### config.mk
export PLATFORM = sky130hd
export DESIGN_NAME = serial_frame_tx
export DESIGN_NICKNAME = d
export VERILOG_FILES = /design/src/rtl/serial_frame_tx.sv
export SDC_FILE = /design/constraint.sdc
export NUM_CORES = 1
export LEC_CHECK = 0
export CAP_MARGIN = 20
export CORE_ASPECT_RATIO = 0.75
export CORE_MARGIN = 2
export CORE_UTILIZATION = 40
export DETAILED_ROUTE_END_ITERATION = 8
export GPL_ROUTABILITY_DRIVEN = 1
export GPL_TIMING_DRIVEN = 0
export PLACE_DENSITY = 0.66
export SETUP_SLACK_MARGIN = 0.02
export SLEW_MARGIN = 20
export SYNTH_ARGS = -nofsm -noshare
export SYNTH_HDL_FRONTEND = slang
export SYNTH_SLANG_ARGS = --single-unit
### constraint.sdc
create_clock -name clk -period 2.2 [get_ports clk]
set_clock_uncertainty 0.15 [all_clocks]
set_input_delay 0.22 -clock clk [delete_from_list [all_inputs] [get_ports clk]]
set_output_delay 0.22 -clock clk [all_outputs]
set_load 0.02 [all_outputs]
### src/rtl/serial_frame_tx.sv
// Parallel-in, serial-out frame transmitter feeding a tap-selectable shift register.
// Define SERIAL_LSB_FIRST_EN to send din[0] first; the default build is MSB-first.
module serial_frame_tx #(
  parameter int unsigned WIDTH = 8,
  parameter int unsigned LW    = 3
) (
  input  logic             clk,
  input  logic             rst,
  input  logic [WIDTH-1:0] din,
  input  logic [LW-1:0]    nbits,
  input  logic             din_valid,
  output logic             din_ready,
  input  logic             hold,
  output logic             SO,
  output logic             SO_en,
  output logic             frame_done
);

  typedef enum logic {StIdle, StShift} state_e;

  state_e           state_q;
  logic [WIDTH-1:0] shreg_q;
  logic [LW-1:0]    cnt_q;

  logic             shifting;
  logic             accept;
  logic [LW-1:0]    pad;
  logic [WIDTH-1:0] load_val;
  logic [WIDTH-1:0] shift_val;

  assign shifting   = (state_q == StShift) && !hold;
  assign frame_done = shifting && (cnt_q == '0);
  assign din_ready  = (state_q == StIdle) || frame_done;
  assign SO_en      = shifting;
  assign accept     = din_valid && din_ready;

  // Number of unused bit positions above the frame's top bit.
  assign pad = LW'(WIDTH - 1) - nbits;

`ifdef SERIAL_LSB_FIRST_EN
  assign load_val  = din & ({WIDTH{1'b1}} >> pad);
  assign shift_val = shreg_q >> 1;
  assign SO        = (state_q == StShift) && shreg_q[0];
`else
  assign load_val  = din << pad;
  assign shift_val = shreg_q << 1;
  assign SO        = (state_q == StShift) && shreg_q[WIDTH-1];
`endif

  always_ff @(posedge clk or negedge rst) begin
    if (!rst) begin
      state_q <= StIdle;
      shreg_q <= '0;
      cnt_q   <= '0;
    end else if (accept) begin
      // Covers both an idle accept and a reload on the last bit of a frame.
      state_q <= StShift;
      shreg_q <= load_val;
      cnt_q   <= nbits;
    end else if (shifting) begin
      shreg_q <= shift_val;
      if (cnt_q == '0) begin
        state_q <= StIdle;
      end else begin
        cnt_q <= cnt_q - LW'(1);
      end
    end
  end

endmodule

==> out/results.txt <==
outcome = completed
Total Die Area = 2530 µm²
commonest cells after routing, fill and taps aside = 18 x nand2_1, 13 x clkdlybuf4s50_1, 12 x mux2i_1, 12 x dfrtp_1, 6 x a21oi_1
WL/cell = 12.9 µm
syn_nets = 113
P_sw = 353 µW
CP Data Arrival Time = 1.70 ns
total power per unit cell area = 905 nW/µm²
CP required = 1.83 ns
final slew viol count = 0
Hold Path Class = input port to flop
largest net degree at the start of global routing = 13
CTS Hold Bufs = 0
WS Path Type = input port to output pin
Final Hold Slack = 0.120 ns
Clk Latency, worst-skew pair = 0.26 ns
CTS root buf = clkbuf_4
DRT iter0 DRCs = 33
first-pass GRT wire length = 3130 µm
CTS Buffer Depth = 2
fin crit share = 94.1%
vias in the first global route = 690
commonest non-fill, non-tap cell in the layout = nand2_1
Area contributors post-synth = dfrtp_1 35%, mux2i_1 14%, nand2_1 7.9%
htree depth = 1
FP Rows = 14
share of the synthesized area in the top cell type = 35.1%
CTS sink count = 12
Port Buf Inserts = 15
Critical Path Start Type = input port
Filler cells = 199
WL final = 1780 µm
max cap viols = 0
max_slew headroom = 62.9%
final setup vio count = 0
DRT Pass-1 Iters = 4
GRT overflow = 0
Layout Utilization = 52.7%
DR vias/cell = 5.33
RD Place Congestion = 0.785
Initial Utilization = 42.5%
share of post-route cells with drive strength above 1 = 12.3%
P_int = 607 µW
Detail Route Antenna Nets = 0
CP Capture Type = output pin
Post-Route Setup TNS = 0 ns
GRT Overall Usage = 16.2%
Post-Synthesis Cells = 96
I/O Pins = 19
post-synth cell types = 32
Final Cell Area = 1060 µm²
Synth Cell Area = 856 µm²
static leakage = 0.000493 µW
synth warn = 0
routed via count = 736
Comb pwr share = 49.8%
Final Hold Viols = 0
Net Sw Frac = 36.8%
Detail Placement HPWL = 1420 µm
RSZ-0062 raised after global routing = false
Primary FF master, synth = dfrtp_1
die height = 44.1 µm
CP max FO = 7
core box area = 2010 µm²
largest area contributor in the netlist = dfrtp_1
Max VDD drop = 0.632 mV
antenna violations before repair = 0
Async SR Flop Fraction = 100%
Nets = 133
synth-to-layout area growth = 24.0%
Clock Pin Slew Worst Setup and Hold Paths = 0.06 ns
DRC viols = 0
Clock power frac = 13.3%
number of diodes = 0
#FFs+latches synth = 12
Reg area = 300 µm²
Final min period = 2.07 ns
Slew @ Worst Pin = 0.554 ns
Post-synth EDFFs = 0
die width = 57.4 µm
Fmax = 0.483 GHz
total CTS buffers = 3
CTS tree = done
Seq pwr share = 36.9%
Placed Area = 1040 µm²
sequential area share after synthesis = 35.1%
syn_area_per_cell = 8.91 µm²
multi-input logic area = 507 µm²
worst paths after layout:
kind | endpoint | slack, ns | from | cells after the start
worst max-delay path | SO_en | 0.13 | hold | 4
worst max register to register | shreg_q[1] | 0.37 | cnt_q[0] | 7
max in group asynchronous | cnt_q[0] | 1.37 | rst | 1
worst min register to register | shreg_q[6] | 0.34 | shreg_q[6] | 2
min in group asynchronous | cnt_q[2] | 0.16 | rst | 1
worst min-delay path | cnt_q[1] | 0.12 | nbits[1] | 3
Yosys cell counts (2+ instances only):
| master | number |
|---|---|
| nand2b_1 | 2 |
| a21oi_1 | 6 |
| nor3_1 | 3 |
| nor2b_1 | 2 |
| and3_1 | 3 |
| nand3b_1 | 2 |
| mux2i_1 | 12 |
| o21ai_0 | 3 |
| a31oi_1 | 2 |
| nand3_1 | 2 |
| ha_1 | 2 |
| inv_1 | 4 |
| nand2_1 | 18 |
| dfrtp_1 | 12 |
| nor3b_1 | 2 |
| nor2_1 | 2 |
| mux2_2 | 2 |
| buf_2 | 3 |
what timing repair did:
item | CTS | global route
setup buffers | 0 | 0
pin swaps | 0 | 0
setup endpoints to repair | 1 | 2
endpoints found under the hold margin | 0 | 0
resized for setup | 1 | 2
cell families (layout without fill, tap and decap cells):
group / count (synthesis) / in the layout / synth area share (%)
muxes: 15 / 15 / 19.3
AOI/OAI and AO/OA: 18 / 18 / 13.9
adders and majority gates: 2 / 2 / 2.92
buffers and inverters: 10 / 28 / 5.70
and+or+nand+nor: 38 / 38 / 22.1
DFF: 12 / 12 / 35.1
xor gates and xnor gates: 1 / 1 / 1.02
power by group through the flow:
| stage | logic, µW | registers (µW) | clock network, µW |
|---|---|---|---|
| 6_report | 478 | 354 | 127 |
| 3_3_place_gp | 472 | 358 | 0 |
| 5_1_grt | 543 | 365 | 144 |
| 2_1_floorplan | 353 | 345 | 0 |
| 3_5_place_dp | 488 | 357 | 0 |
| 4_1_cts | 484 | 354 | 132 |
registers in the layout (all words and copies together), names as in the netlist:
signal	flops
shreg_q	8
cnt_q	3
state_q	1
critical path, cell delays in order:
cell             delay (ns)
clkdlybuf4s50_1        0.45
nand2b_2               0.26
inv_2                  0.15
clkdlybuf4s50_1        0.63
final cells by class:
cell class              count  share of cell area [%]
plain buffers               5                    2.83
inverters                   5                    1.77
multi-input cells          74                    47.8
flip-flops and latches     12                    28.3
clock buffers               3                    2.12
repair buffers             15                    14.4
well taps                  24                    2.83
through the flow:
| stage | worst slack [ns] | total power (µW) | std cells |
|---|---|---|---|
| floorplan | 0.570 | 697 | 96 |
| global placement | 0.138 | 830 | 135 |
| detailed placement | 0.117 | 845 | 135 |
| CTS | 0.0674 | 970 | 138 |
| global route | 0.0254 | 1050 | 138 |
| finish | 0.131 | 960 | 138 |
per-layer routing:
metal | vias up | part of all wire [%] | global-route usage [%]
met5 | - | 0 | 0
met4 | 0 | 0.34 | 1.40
met3 | 2 | 5.2 | 6.14
met2 | 14 | 43 | 23.4
met1 | 346 | 51 | 24.0
li1 | 374 | - | -
(Power assumes the default switching activity.)
